[src/rtl/ay_bus_pkg.sv]
// Shared types and constants for the AY/YM2149 register-bus initiator.
// Request layout doubles as the FIFO word: {write, chip, reg_idx, data}.
package ay_bus_pkg;

   typedef enum logic [2:0] {
      ST_IDLE,
      ST_SEL,
      ST_SEL_GAP,
      ST_ADDR,
      ST_ADDR_GAP,
      ST_WDATA,
      ST_RDATA,
      ST_END_GAP
   } ay_state_e;

   localparam logic [6:0] AY_SEL_PREFIX = 7'b1111111;
   localparam logic       CHIP_AY1      = 1'b1;
   localparam logic       CHIP_AY2      = 1'b0;

   typedef struct packed {
      logic       write;
      logic       chip;
      logic [3:0] reg_idx;
      logic [7:0] data;
   } ay_req_t;

   localparam int REQ_W = $bits(ay_req_t);

endpackage

[src/rtl/ay_req_fifo.sv]
// Synchronous request FIFO with combinational head read so the bus FSM can pop
// and act on the head in the same IDLE cycle. DEPTH must be a power of 2.
module ay_req_fifo #(
   parameter int DEPTH = 4,
   parameter int WIDTH = 14
) (
   input  logic             clk,
   input  logic             reset,
   input  logic             push_i,
   input  logic [WIDTH-1:0] push_data_i,
   input  logic             pop_i,
   output logic [WIDTH-1:0] pop_data_o,
   output logic             full_o,
   output logic             empty_o
);
   localparam int AW = $clog2(DEPTH);

   logic [WIDTH-1:0] mem_q [DEPTH];
   logic [AW-1:0]    wr_ptr_q;
   logic [AW-1:0]    rd_ptr_q;
   logic [AW:0]      count_q;
   logic             push_ok;
   logic             pop_ok;

   // Occupancy reaches exactly DEPTH only when the top bit is set.
   assign full_o     = count_q[AW];
   assign empty_o    = (count_q == '0);
   assign push_ok    = push_i && !full_o;
   assign pop_ok     = pop_i && !empty_o;
   assign pop_data_o = mem_q[rd_ptr_q];

   always_ff @(posedge clk) begin
      if (push_ok) begin
         mem_q[wr_ptr_q] <= push_data_i;
      end
   end

   always_ff @(posedge clk) begin
      if (reset) begin
         wr_ptr_q <= '0;
         rd_ptr_q <= '0;
         count_q  <= '0;
      end else begin
         if (push_ok) begin
            wr_ptr_q <= wr_ptr_q + 1'b1;
         end
         if (pop_ok) begin
            rd_ptr_q <= rd_ptr_q + 1'b1;
         end
         case ({push_ok, pop_ok})
            2'b10:   count_q <= count_q + 1'b1;
            2'b01:   count_q <= count_q - 1'b1;
            default: ;
         endcase
      end
   end

endmodule

[src/rtl/ay_bus_master.sv]
// AY/YM2149 bus initiator: turns queued register requests into SEL/ADDR/DATA
// bus phases, inserting the TurboSound chip-select only when the target changes.
module ay_bus_master
   import ay_bus_pkg::*;
#(
   parameter int PHASE_CYCLES = 4,
   parameter int FIFO_DEPTH   = 4
) (
   input  logic       clk,
   input  logic       reset,
   input  logic       req_valid,
   output logic       req_ready,
   input  logic       req_write,
   input  logic       req_chip,
   input  logic [3:0] req_reg,
   input  logic [7:0] req_data,
   output logic       rsp_valid,
   output logic [7:0] rsp_data,
   output logic       busy,
   output logic       bus_bdir,
   output logic       bus_bc1,
   output logic [7:0] bus_dout,
   input  logic [7:0] bus_din,
   input  logic       bus_oe_n
);
   localparam int            CW       = $clog2(PHASE_CYCLES);
   localparam logic [CW-1:0] CNT_LAST = CW'(PHASE_CYCLES - 1);

   ay_state_e        state_q, state_d;
   logic [CW-1:0]    cnt_q;
   ay_req_t          work_q, work_d;
   logic             sel_known_q, sel_known_d;
   logic             cur_chip_q, cur_chip_d;
   logic             bdir_q, bdir_d;
   logic             bc1_q, bc1_d;
   logic [7:0]       dout_q, dout_d;
   logic             rsp_valid_q, rsp_valid_d;
   logic [7:0]       rsp_data_q, rsp_data_d;

   logic             fifo_full;
   logic             fifo_empty;
   logic             pop;
   logic [REQ_W-1:0] push_word;
   logic [REQ_W-1:0] head_word;
   ay_req_t          head;
   logic             phase_last;

   assign push_word  = {req_write, req_chip, req_reg, req_data};
   assign head       = ay_req_t'(head_word);
   assign phase_last = (cnt_q == CNT_LAST);

   ay_req_fifo #(
      .DEPTH (FIFO_DEPTH),
      .WIDTH (REQ_W)
   ) u_req_fifo (
      .clk         (clk),
      .reset       (reset),
      .push_i      (req_valid),
      .push_data_i (push_word),
      .pop_i       (pop),
      .pop_data_o  (head_word),
      .full_o      (fifo_full),
      .empty_o     (fifo_empty)
   );

   // Bus outputs are computed for the state being entered, so they change only on transitions.
   always_comb begin
      state_d     = state_q;
      work_d      = work_q;
      sel_known_d = sel_known_q;
      cur_chip_d  = cur_chip_q;
      bdir_d      = bdir_q;
      bc1_d       = bc1_q;
      dout_d      = dout_q;
      rsp_valid_d = 1'b0;
      rsp_data_d  = rsp_data_q;
      pop         = 1'b0;

      case (state_q)
         ST_IDLE: begin
            if (!fifo_empty) begin
               pop    = 1'b1;
               work_d = head;
               bdir_d = 1'b1;
               bc1_d  = 1'b1;
               if (!sel_known_q || (head.chip != cur_chip_q)) begin
                  state_d = ST_SEL;
                  dout_d  = {AY_SEL_PREFIX, head.chip};
               end else begin
                  state_d = ST_ADDR;
                  dout_d  = {4'h0, head.reg_idx};
               end
            end
         end
         ST_SEL: begin
            if (phase_last) begin
               state_d     = ST_SEL_GAP;
               bdir_d      = 1'b0;
               bc1_d       = 1'b0;
               cur_chip_d  = work_q.chip;
               sel_known_d = 1'b1;
            end
         end
         ST_SEL_GAP: begin
            state_d = ST_ADDR;
            bdir_d  = 1'b1;
            bc1_d   = 1'b1;
            dout_d  = {4'h0, work_q.reg_idx};
         end
         ST_ADDR: begin
            if (phase_last) begin
               state_d = ST_ADDR_GAP;
               bdir_d  = 1'b0;
               bc1_d   = 1'b0;
            end
         end
         ST_ADDR_GAP: begin
            if (work_q.write) begin
               state_d = ST_WDATA;
               bdir_d  = 1'b1;
               bc1_d   = 1'b0;
               dout_d  = work_q.data;
            end else begin
               state_d = ST_RDATA;
               bdir_d  = 1'b0;
               bc1_d   = 1'b1;
            end
         end
         ST_WDATA: begin
            if (phase_last) begin
               state_d = ST_END_GAP;
               bdir_d  = 1'b0;
               bc1_d   = 1'b0;
            end
         end
         ST_RDATA: begin
            if (phase_last) begin
               state_d     = ST_END_GAP;
               bdir_d      = 1'b0;
               bc1_d       = 1'b0;
               rsp_valid_d = 1'b1;
               rsp_data_d  = bus_oe_n ? 8'hFF : bus_din;
            end
         end
         ST_END_GAP: begin
            state_d = ST_IDLE;
         end
         default: begin
            state_d = ST_IDLE;
            bdir_d  = 1'b0;
            bc1_d   = 1'b0;
         end
      endcase
   end

   always_ff @(posedge clk) begin
      if (reset) begin
         state_q     <= ST_IDLE;
         cnt_q       <= '0;
         work_q      <= '0;
         sel_known_q <= 1'b0;
         cur_chip_q  <= CHIP_AY1;
         bdir_q      <= 1'b0;
         bc1_q       <= 1'b0;
         dout_q      <= 8'h00;
         rsp_valid_q <= 1'b0;
         rsp_data_q  <= 8'h00;
      end else begin
         state_q     <= state_d;
         work_q      <= work_d;
         sel_known_q <= sel_known_d;
         cur_chip_q  <= cur_chip_d;
         bdir_q      <= bdir_d;
         bc1_q       <= bc1_d;
         dout_q      <= dout_d;
         rsp_valid_q <= rsp_valid_d;
         rsp_data_q  <= rsp_data_d;
         if (state_d != state_q) begin
            cnt_q <= '0;
         end else if (!phase_last) begin
            cnt_q <= cnt_q + 1'b1;
         end
      end
   end

   assign req_ready = !fifo_full;
   assign busy      = (state_q != ST_IDLE) || !fifo_empty;
   assign rsp_valid = rsp_valid_q;
   assign rsp_data  = rsp_data_q;
   assign bus_bdir  = bdir_q;
   assign bus_bc1   = bc1_q;
   assign bus_dout  = dout_q;

endmodule

[config.mk]
export PLATFORM = sky130hd
export DESIGN_NAME = ay_bus_master
export DESIGN_NICKNAME = d
export VERILOG_FILES = /design/src/rtl/ay_bus_pkg.sv /design/src/rtl/ay_req_fifo.sv /design/src/rtl/ay_bus_master.sv
export SDC_FILE = /design/constraint.sdc
export NUM_CORES = 1
export LEC_CHECK = 0
export ABC_CLOCK_PERIOD_IN_PS = 2600
export CAP_MARGIN = 15
export CELL_PAD_IN_SITES_DETAIL_PLACEMENT = 1
export CELL_PAD_IN_SITES_GLOBAL_PLACEMENT = 1
export CORE_ASPECT_RATIO = 1.2
export CORE_MARGIN = 5
export CORE_UTILIZATION = 41
export DETAILED_ROUTE_END_ITERATION = 8
export GPL_TIMING_DRIVEN = 1
export PLACE_DENSITY = 0.84
export SETUP_SLACK_MARGIN = 0.05
export SLEW_MARGIN = 5
export SYNTH_ARGS = -nofsm -noshare
export SYNTH_HDL_FRONTEND = slang
export SYNTH_HIERARCHICAL = 1
export SYNTH_SLANG_ARGS = --single-unit
[constraint.sdc]
create_clock -name clk -period 2.6 [get_ports clk]
set_input_delay 0.65 -clock clk [delete_from_list [all_inputs] [get_ports clk]]
set_output_delay 0.65 -clock clk [all_outputs]
set_load 0.01 [all_outputs]
## After elaboration in Yosys (flattened, before gate mapping)

Memories as Yosys holds them, arrays and structs flattened. A register that Yosys moved wholly into a read port is not among the register bits.
Cells that the tools add are included.
Widths: inputs -> output; s select.

| storage, ports and cells | value |
|---|---|
| output and inout port bits | 21 |
| register bits | 47 |
| bits in writable memories | 56 |
| memories | 1 |

| cells by class | value |
|---|---|
| eq/ne operators | 15 |
| mux-type cells | 26 |
| bitwise operators | 2 |
| $add $sub $neg | 5 |
| reductions and logical operators | 22 |

Memory list:

| memory | words | bits a word | read ports | clocked after memory_dff | wr ports | line | RTL |
|---|---|---|---|---|---|---|---|
| u_req_fifo.mem_q | 4 | 14 | 1 | 1 | 1 | ay_req_fifo.sv:18 | `logic [WIDTH-1:0] mem_q [DEPTH];` |

Operators by type and width:

| cell | count |
|---|---|
| $mux 8 | 4 |
| $pmux 8 s3 | 1 |
| $pmux 3 s7 | 1 |
| $eq 3x3->1 const B | 4 |
| $mux 3 | 4 |
| $mux 1 | 9 |
| $mux 2 | 4 |
| $pmux 1 s4 | 2 |
| $add 2x1->2 const B | 3 |
| $eq 3x2->1 const B | 2 |
| $logic_not 3->1 | 2 |
| $pmux 3 s2 | 1 |
| $reduce_and 2->1 | 3 |
| $reduce_and 3->1 | 2 |
| $reduce_bool 3->1 | 2 |
| $reduce_or 2->1 | 3 |
| $eq 2x2->1 const B | 2 |
| $ne 2x2->1 const B | 2 |
| $reduce_bool 4->1 | 1 |
| $reduce_or 4->1 | 1 |
| $add 3x1->3 const B | 1 |
| $eq 3x1->1 const B | 1 |
| $logic_not 1->1 | 3 |
| $ne 3x3->1 | 1 |
| other kinds (8) | 11 |

## Longest topological paths before layout

Gate-level depths: netlist of the first run.

| depth | value |
|---|---|
| word-level depth | 7 |
| depth in mapped cells | 13 |

## Hierarchy

Netlist of the first run, hierarchy kept.

Modules (own cells, without submodules):

| module | cells each | times used | area an instance (sq um) | seq. area each (sq um) |
|---|---|---|---|---|
| ay_req_fifo | 124 | 1 | 2501.1 | 1861.8 |
| ay_bus_master | 218 | 1 | 1825.5 | 800.8 |

## Worst setup path before layout of the first run

No wires, ideal clock.

| timing | value |
|---|---|
| path kind | register to register |
| start | register state_q[0] |
| end | register u_req_fifo.count_q[2] |
| required time | 2.530 ns |
| stages on the path, launching flop included | 14 |
| path slack | -0.068 ns |
| clock period less this slack | 2.668 ns |
| setup time | 0.070 ns |
| arrival time | 2.598 ns |
| path through | dfxtp_1 > buf_6 > or4_4 > buf_6 > clkinv_4 > buf_6 > o31ai_1 > inv_1 > ha_1 > inv_1 > fa_1 > xor2_1 > or3_1 > a21oi_1 |

| between the ends | value |
|---|---|
| longest elaborated chain between the ends | 5 |

Ends and longest elaborated chain:

| element | line | RTL |
|---|---|---|
| start: declaration | ay_bus_master.sv:29 | `ay_state_e state_q, state_d;` |
| start signal: assignment | ay_bus_master.sv:169 | `state_q <= state_d;` |
| $logic_not 3->1 * | ay_bus_master.sv:79 | `case (state_q)` |
| $mux 1 * | ay_bus_master.sv:79 |  |
| net pop | ay_bus_master.sv:42 | `logic pop;` |
| $logic_and 1x1->1 * | ay_req_fifo.sv:29 | `assign pop_ok = pop_i && !empty_o;` |
| net u_req_fifo.pop_ok | ay_req_fifo.sv:23 | `logic pop_ok;` |
| $eq 2x1->1 or $eq 2x2->1 (tied branches) | ay_req_fifo.sv:50 | `case ({push_ok, pop_ok})` |
| $pmux 3 s2 or $reduce_bool 2->1 (tied branches) | -- |  |
| end signal: assignment | ay_req_fifo.sv:51 | `2'b10: count_q <= count_q + 1'b1;` |
| end signal: assignment | ay_req_fifo.sv:52 | `2'b01: count_q <= count_q - 1'b1;` |
| end: declaration | ay_req_fifo.sv:21 | `logic [AW:0] count_q;` |

The timed path passes the listed nets; every way through them passes the cells marked *.
A chain may end at the register's enable or synchronous reset.

## Final worst setup path of the first run

| timing | value |
|---|---|
| start | register u_req_fifo.count_q[0] |
| end | register u_req_fifo.count_q[2] |

| between the ends | value |
|---|---|
| longest elaborated chain between the ends | 6 |

Ends and longest elaborated chain:

| element | line | RTL |
|---|---|---|
| $logic_not 3->1 * | ay_req_fifo.sv:27 | `assign empty_o = (count_q == '0);` |
| net fifo_empty | ay_bus_master.sv:41 | `logic fifo_empty;` |
| $mux 1 | ay_bus_master.sv:81 | `if (!fifo_empty) begin` |
| $mux 1 | ay_bus_master.sv:79 |  |
| $logic_and 1x1->1 * | ay_req_fifo.sv:29 |  |
| net u_req_fifo.pop_ok | ay_req_fifo.sv:23 |  |
| $eq 2x1->1 or $eq 2x2->1 (tied branches) | ay_req_fifo.sv:50 |  |
| $pmux 3 s2 or $reduce_bool 2->1 (tied branches) | -- |  |

Marked as above.

==> results of run 1 <==
-- per-layer routing --
layer	wire length [um]	GRT usage [%]	vias up	part of all wire (%)
li1	-	-	1358	-
met1	3908	17.82	1418	42
met2	4942	27.31	53	53
met3	333	3.209	13	3.6
met4	180	5.263	0	1.9
met5	0	0	-	0
-- worst max-delay path, cell delays in order, from the launching register on --
cell      delay (ns)
dfxtp_2         0.37
nor3_4          0.05
buf_4           0.13
or4_4           0.47
clkinv_8        0.08
o31ai_4         0.07
inv_1           0.07
ha_2            0.19
inv_2           0.04
fa_2            0.32
xor2_1          0.15
or3_1           0.33
a21oi_1         0.14
-- final cells by class --
class	instances	share of cell area, %
Clock buffer	10	4.325
Timing Repair Buffer	68	11.70
Tap cell	129	3.049
Sequential cell	105	50.37
Inverter	11	1.016
Multi-Input combinational cell	203	28.29
Clock inverter	6	1.253
-- logic make-up after synthesis --
| kind of cell | count (synthesis) | share of synthesized area (%) |
|---|---|---|
| and+or+nand+nor | 98 | 10.79 |
| adders and majority gates | 7 | 2.198 |
| xor gates and xnor gates | 6 | 1.215 |
| buffers and inverters | 34 | 4.540 |
| DFF | 105 | 61.54 |
| AOI/OAI and AO/OA | 75 | 11.36 |
| muxes | 17 | 8.358 |
-- power by group through the flow --
stage	Clock, mW	Combinational (mW)	Sequential [mW]
floorplan	0	1.35	2.29
global placement	0	1.83	2.26
detailed placement	0	1.92	2.29
CTS	1.37	1.98	2.27
global route	1.45	2.23	2.30
finish	1.34	2.02	2.27
-- synth_stat cells, types with 6 or more instances --
cell type  count
a21oi_1       30
o21ai_0        6
clkbuf_1       8
nand2_1       40
a211oi_1      15
nor2b_1        7
dfxtp_1       49
inv_1         10
edfxtp_1      56
ha_1           6
mux4_2        10
nor2_1        28
-- registers in the layout (all words and copies together), names as in the netlist, 2 cells and up, named ones only --
name / count
u_req_fifo/mem_q: 56
rsp_data: 8
u_req_fifo/wr_ptr_q: 2
u_req_fifo/count_q: 3
state_q: 3
cnt_q: 2
u_req_fifo/rd_ptr_q: 2
bus_dout: 8
work_q: 14
-- path summary, 6_finish.rpt --
path	startpoint	to	slack, ns	cells after the start
max reg2reg	u_req_fifo/count_q[0]$_SDFFE_PP0P_	u_req_fifo/count_q[2]$_SDFFE_PP0P_	0.11	12
max	u_req_fifo/count_q[0]$_SDFFE_PP0P_	u_req_fifo/count_q[2]$_SDFFE_PP0P_	0.11	12
min reg2reg	bus_bc1$_SDFFE_PP0P_	bus_bc1$_SDFFE_PP0P_	0.46	2
min	bus_bc1$_SDFFE_PP0P_	bus_bc1$_SDFFE_PP0P_	0.46	2
-- what timing repair did --
item | in CTS | in global routing
gates resized for setup | 3 | 5
hold endpoints to repair | 0 | 0
setup buffers | 2 | 2
pin swaps | 1 | 0
setup endpoints to repair | 1 | 2
-- layout by cell type, fill, tap and decap left out, drive strengths merged, types with 2 or more instances in the layout --
cell type | Yosys | layout
o211ai | 3 | 3
dfxtp | 49 | 49
o21ai | 6 | 6
a21oi | 33 | 33
ha | 6 | 6
o31ai | 2 | 2
nand4b | 2 | 2
clkbuf | 8 | 10
nor3b | 2 | 2
nor3 | 4 | 4
clkinv | 1 | 3
clkdlybuf4s50 | 0 | 44
inv | 10 | 11
nor2 | 28 | 28
nand2 | 40 | 40
mux4 | 14 | 14
and2 | 5 | 5
o22ai | 5 | 5
edfxtp | 56 | 56
a211oi | 15 | 15
buf | 15 | 23
o22a | 4 | 4
clkinvlp | 0 | 2
nor2b | 7 | 7
nand2b | 3 | 3
xnor2 | 3 | 3
xor2 | 3 | 3
or3 | 2 | 2
mux2i | 2 | 2
-- per-stage QoR --
step	worst slack [ns]	instance area [um2]	cells	hold WS, ns	utilization (%)
2_1_floorplan	0.06391	4345	342	0.4353	-
3_3_place_gp	0.1366	4947	512	0.4407	47.51
3_5_place_dp	0.1212	4947	512	0.4522	47.51
4_1_cts	0.01451	5268	530	0.4630	50.58
5_1_grt	0.02408	5294	532	0.4782	50.83
6_report	0.1059	5294	532	0.4575	50.83
==> results.sh, run 1 <==
export IMPL_cts_made_buffers=9
export IMPL_hold_viol=0
export IMPL_insertion_delay_ns=0.34
export IMPL_yosys_area_top_type="edfxtp_1"
export IMPL_yosys_area_top_type_share_pct=38.87
export IMPL_critPathCaptureType="flop"
export IMPL_core_area_um2=10410
export IMPL_required_ns=2.86
export IMPL_finalPower_mw=5.627
export IMPL_multiInputGateArea_um2=1498
export IMPL_yosysWarningCount=6
export IMPL_fin_nets=431
export IMPL_power_density_nw_per_um2=1063
export IMPL_synth_cell_types=48
export IMPL_gp_congestion=0.7572
export IMPL_clk_pin_slew_worst_paths_ns=0.07
export IMPL_start_kind="flop"
export IMPL_syn_area_um2=4327
export IMPL_status="finished, final reports clean"
export IMPL_cp_arrival_ns=2.76
export IMPL_cts_tree="yes"
export IMPL_clock_sinks=105
export IMPL_grt_max_degree=31
export IMPL_syn_to_final_growth_pct=22.35
export IMPL_die_h_um=122.5
export IMPL_power_switching_mw=1.836
export IMPL_first_iter_violations=118
export IMPL_slew_violations=0
export IMPL_wl_mm=9.364
export IMPL_comb_power_share_pct=35.9
export IMPL_ys_seq_area_share_pct=61.54
export IMPL_layout_min_cycle_time_ns=2.494
export IMPL_max_slew_margin_pct=61.19
export IMPL_seq_power_share_pct=40.3
export IMPL_start_util_pct=41.55
export IMPL_hp_class="flop to flop"
export IMPL_power_frac_clock_pct=23.8
export IMPL_firstDrtPassIters=4
export IMPL_synth_enable_flop_cells=56
export IMPL_grt_pass1_wl_mm=15.26
export IMPL_portBuffers=46
export IMPL_swShare_pct=32.63
export IMPL_cap_viol_max_count=0
export IMPL_fp_dieW_um=103.8
export IMPL_grt_setup_unrepaired="false"
export IMPL_grt_overflow_total=0
export IMPL_num_rows=41
export IMPL_setup_viol_count_final=0
export IMPL_drc=0
export IMPL_cts_max_level=3
export IMPL_ant_nets=0
export IMPL_synthesis_nets=375
export IMPL_internal_power_mw=3.791
export IMPL_fin_crit_sh_pct=95.93
export IMPL_seq_area_um2=2666
export IMPL_power_leakage_nw=1.799
export IMPL_cts_hold_buffers_added=0
export IMPL_netlist_top_cells_area="edfxtp_1 (39%), dfxtp_1 (23%), mux4_2 (5.2%), a21oi_1 (3.5%), nand2_1 (3.5%)"
export IMPL_avgSynthCellArea_um2=12.65
export IMPL_clockRootBuffer="clkbuf_16"
export IMPL_yosys_most_used_dff="edfxtp_1"
export IMPL_fmax_mhz=401.0
export IMPL_crit_fanout=3
export IMPL_n_antenna_cell=0
export IMPL_hpwl_mm=6.384
export IMPL_fin_tns_setup_ns=0
export IMPL_synth_seq_cells=105
export IMPL_vdd_drop_max_mv=0.4534
export IMPL_fillerInstances=1096
export IMPL_grt_pass1_vias=2972
export IMPL_vias=2842
export IMPL_worst_pin_slew_ns=0.5822
export IMPL_syn_inst=342
export IMPL_io_pins=47
export IMPL_die_area_um2=12720
export IMPL_drive_gt1_share_pct=16.13
export IMPL_critPathKind="flop to flop"
export IMPL_viasPerCell=5.342
export IMPL_grtUsageTotal_pct=15.10
export IMPL_antenna_found_initial=0
export IMPL_wire_per_inst_um=17.60
export IMPL_synthArstFlopShare_pct=0
export IMPL_skew_ns=0.008924
export IMPL_cts_max_path_buffers=2
No activity file was read; power rests on OpenSTA's default activity.
==> inputs of run 2 (changes only) <==
--- a/config.mk
+++ b/config.mk
@@ -15,6 +15,7 @@
 export DETAILED_ROUTE_END_ITERATION = 8
 export GPL_TIMING_DRIVEN = 1
 export PLACE_DENSITY = 0.84
+export REMOVE_ABC_BUFFERS = 1
 export SETUP_SLACK_MARGIN = 0.05
 export SLEW_MARGIN = 5
 export SYNTH_ARGS = -nofsm -noshare
==> run 2 against run 1 <==
Net effect: register-to-register slack improved by 0.03 ns; sequential share of layout area about the same; non-clock buffer count is 2 lower; clock-buffer cell count increased by 2; wire length is 3.9% higher; total power is 0.65% higher; first-iteration DRC count is 2.5% higher; utilization up 0.072 points; fmax is 1.4% higher; via count grew 0.49%; critical path depth decreased by 2.
==> results.sh, run 2 (synthesis results as in run 1) <==
export IMPL_status="finished, final reports clean"
export IMPL_regMostFlops="u_req_fifo/mem_q"
export IMPL_max_slew_margin_pct=58.69
export IMPL_layout_min_cycle_time_ns=2.461
export IMPL_cts_max_level=3
export IMPL_wl_mm=9.725
export IMPL_io_pins=47
export IMPL_critPathCaptureType="flop"
export IMPL_crit_buf_inv=3
export IMPL_fin_crit_sh_pct=94.64
export IMPL_syn_to_final_growth_pct=22.53
export IMPL_grt_setup_unrepaired="false"
export IMPL_grt_use_met1_pct=17.21
export IMPL_vdd_drop_max_mv=0.4698
export IMPL_hold_viol=0
export IMPL_setup_viol_count_final=0
export IMPL_power_leakage_nw=1.813
export IMPL_grt_pass1_vias=3116
export IMPL_num_rows=41
export IMPL_reg2reg_slack_ns=0.14
export IMPL_die_h_um=122.5
export IMPL_crit_fanout=2
export IMPL_worst_path_most_repeated_cell="inv_1"
export IMPL_critPathMaxStageDelay_ns=0.57
export IMPL_n_antenna_cell=0
export IMPL_core_area_um2=10410
export IMPL_cts_max_path_buffers=2
export IMPL_firstDrtPassIters=4
export IMPL_mostFrequentLayoutCell="edfxtp_1"
export IMPL_place_area_um2=4938
export IMPL_gp_congestion=0.7745
export IMPL_cts_tree="yes"
export IMPL_clock_sinks=105
export IMPL_first_iter_violations=121
export IMPL_reg2reg_to="u_req_fifo/count_q[2]$_SDFFE_PP0P_"
export IMPL_fp_dieW_um=103.8
export IMPL_seq_area_um2=2671
export IMPL_top_usage_layer="met2"
export IMPL_hpwl_mm=6.625
export IMPL_worst_pin_slew_ns=0.6177
export IMPL_cts_made_buffers=9
export IMPL_portBuffers=46
export IMPL_skew_ns=0.009122
export IMPL_viasPerCell=5.389
export IMPL_clockRootBuffer="clkbuf_16"
export IMPL_hp_start="bus_bc1$_SDFFE_PP0P_"
export IMPL_clk_pin_slew_worst_paths_ns=0.07
export IMPL_multiInputGateArea_um2=1484
export IMPL_grt_max_degree=21
export IMPL_critPathKind="flop to flop"
export IMPL_power_density_nw_per_um2=1068
export IMPL_placedCellCount=511
export IMPL_r2r_start="state_q[1]$_SDFF_PP0_"
export IMPL_fin_area_um2=5301
export IMPL_vias=2856
export IMPL_top_regs="u_req_fifo/mem_q (56), work_q (14)"
export IMPL_rr_worst_depth=10
export IMPL_wire_per_inst_um=18.35
export IMPL_worst_path_max_delay_cell="or4_4"
export IMPL_cap_viol_max_count=0
export IMPL_mostFrequentLayoutCells="edfxtp_1 (56), dfxtp_1 (46), clkdlybuf4s50_1 (45)"
export IMPL_antenna_found_initial=0
export IMPL_grtUsageTotal_pct=15.77
export IMPL_drc=0
export IMPL_die_area_um2=12720
export IMPL_slew_violations=0
export IMPL_hold_depth=2
export IMPL_fillerInstances=1076
export IMPL_fin_nets=429
export IMPL_gr_usage_met2_pct=29.82
export IMPL_hold_ws_ns=0.4567
export IMPL_hp_class="flop to flop"
export IMPL_grt_use_met3_pct=3.735
export IMPL_final_cells=530
export IMPL_crit_family="simple AND/OR/NAND/NOR gates"
export IMPL_required_ns=2.88
export IMPL_start_kind="flop"
export IMPL_cp_arrival_ns=2.74
export IMPL_start_util_pct=41.55
export IMPL_min_to="bus_bc1$_SDFFE_PP0P_"
export IMPL_drive_gt1_share_pct=15.21
export IMPL_ant_nets=0
export IMPL_fmax_mhz=406.4
export IMPL_grt_overflow_total=0
export IMPL_largest_register_ffs=56
export IMPL_grt_pass1_wl_mm=15.79
export IMPL_cp_cell_sequence="or4_4 > clkinv_4 > o31ai_1 > inv_1 > ha_2 > inv_1 > fa_2 > xor2_1 > or3_1 > a21oi_1"
export IMPL_insertion_delay_ns=0.35
==> run 2: cell types whose count changed in the layout (fill, tap and decap cells not counted), sizes merged <==
cell and delta:
buf -3, clkbuf +2, clkdlybuf4s50 +1, clkinvlp -2
==> run 2: how the worst max path moves through the flow <==
stage / depth (start not counted) / slack [ns] / endpoint / startpoint
after detailed placement: 9 / 0.007 / u_req_fifo/count_q[2]$_SDFFE_PP0P_ / req_valid
after floorplan: 10 / -0.09 / u_req_fifo/count_q[2]$_SDFFE_PP0P_ / state_q[0]$_SDFF_PP0_
after global placement: 9 / 0.07 / u_req_fifo/count_q[2]$_SDFFE_PP0P_ / req_valid
after CTS: 11 / 0.08 / u_req_fifo/count_q[2]$_SDFFE_PP0P_ / u_req_fifo/count_q[2]$_SDFFE_PP0P_
after global routing: 10 / 0.06 / u_req_fifo/count_q[2]$_SDFFE_PP0P_ / state_q[1]$_SDFF_PP0_
final: 10 / 0.14 / u_req_fifo/count_q[2]$_SDFFE_PP0P_ / state_q[1]$_SDFF_PP0_
==> run 2: final cells by class <==
type                            count  area share, %
Timing Repair Buffer               66          11.73
Inverter                           11         0.8733
Multi-Input combinational cell    203          27.99
Tap cell                          129          3.045
Sequential cell                   105          50.39
Clock buffer                       12          5.051
Clock inverter                      4         0.9205
==> run 2: power breakdown <==
group	total (mW)	internal, mW	switching [mW]
combinational	1.94	0.896	1.04
clock	1.42	0.832	0.591
sequential	2.30	2.10	0.207
==> run 2: stage by stage <==
step                      setup WS (ns)  power, mW  utilization, %  setup TNS (ns)
after floorplan                -0.09419      3.425               -        -0.09419
after global placement          0.06520      4.073           47.42               0
after detailed placement       0.007413      4.196           47.42               0
after CTS                       0.08367      5.662           50.58               0
after global routing            0.06070      6.014           50.91               0
final                            0.1394      5.664           50.91               0
==> run 2: worst register-to-register path: stages, from the launching register on <==
cell and delay, ns:
dfxtp_1 0.33, or4_4 0.57, clkinv_4 0.07, o31ai_1 0.09, inv_1 0.09, ha_2 0.19, inv_1 0.06, fa_2 0.38
xor2_1 0.16, or3_1 0.31, a21oi_1 0.15
==> run 2: per-layer routing <==
layer  wire [um]  vias up  part of all wire (%)
li1            -     1358                     -
met1        3959     1439                    41
met3         294       13                   3.0
met2        5294       46                    54
met4         176        0                   1.8
met5           0        -                     0
==> run 2: what timing repair did <==
item,CTS,global route
setup endpoints to repair,2,1
setup buffers,0,3
pin swaps,1,1
hold buffers,0,0
resized for setup,5,5
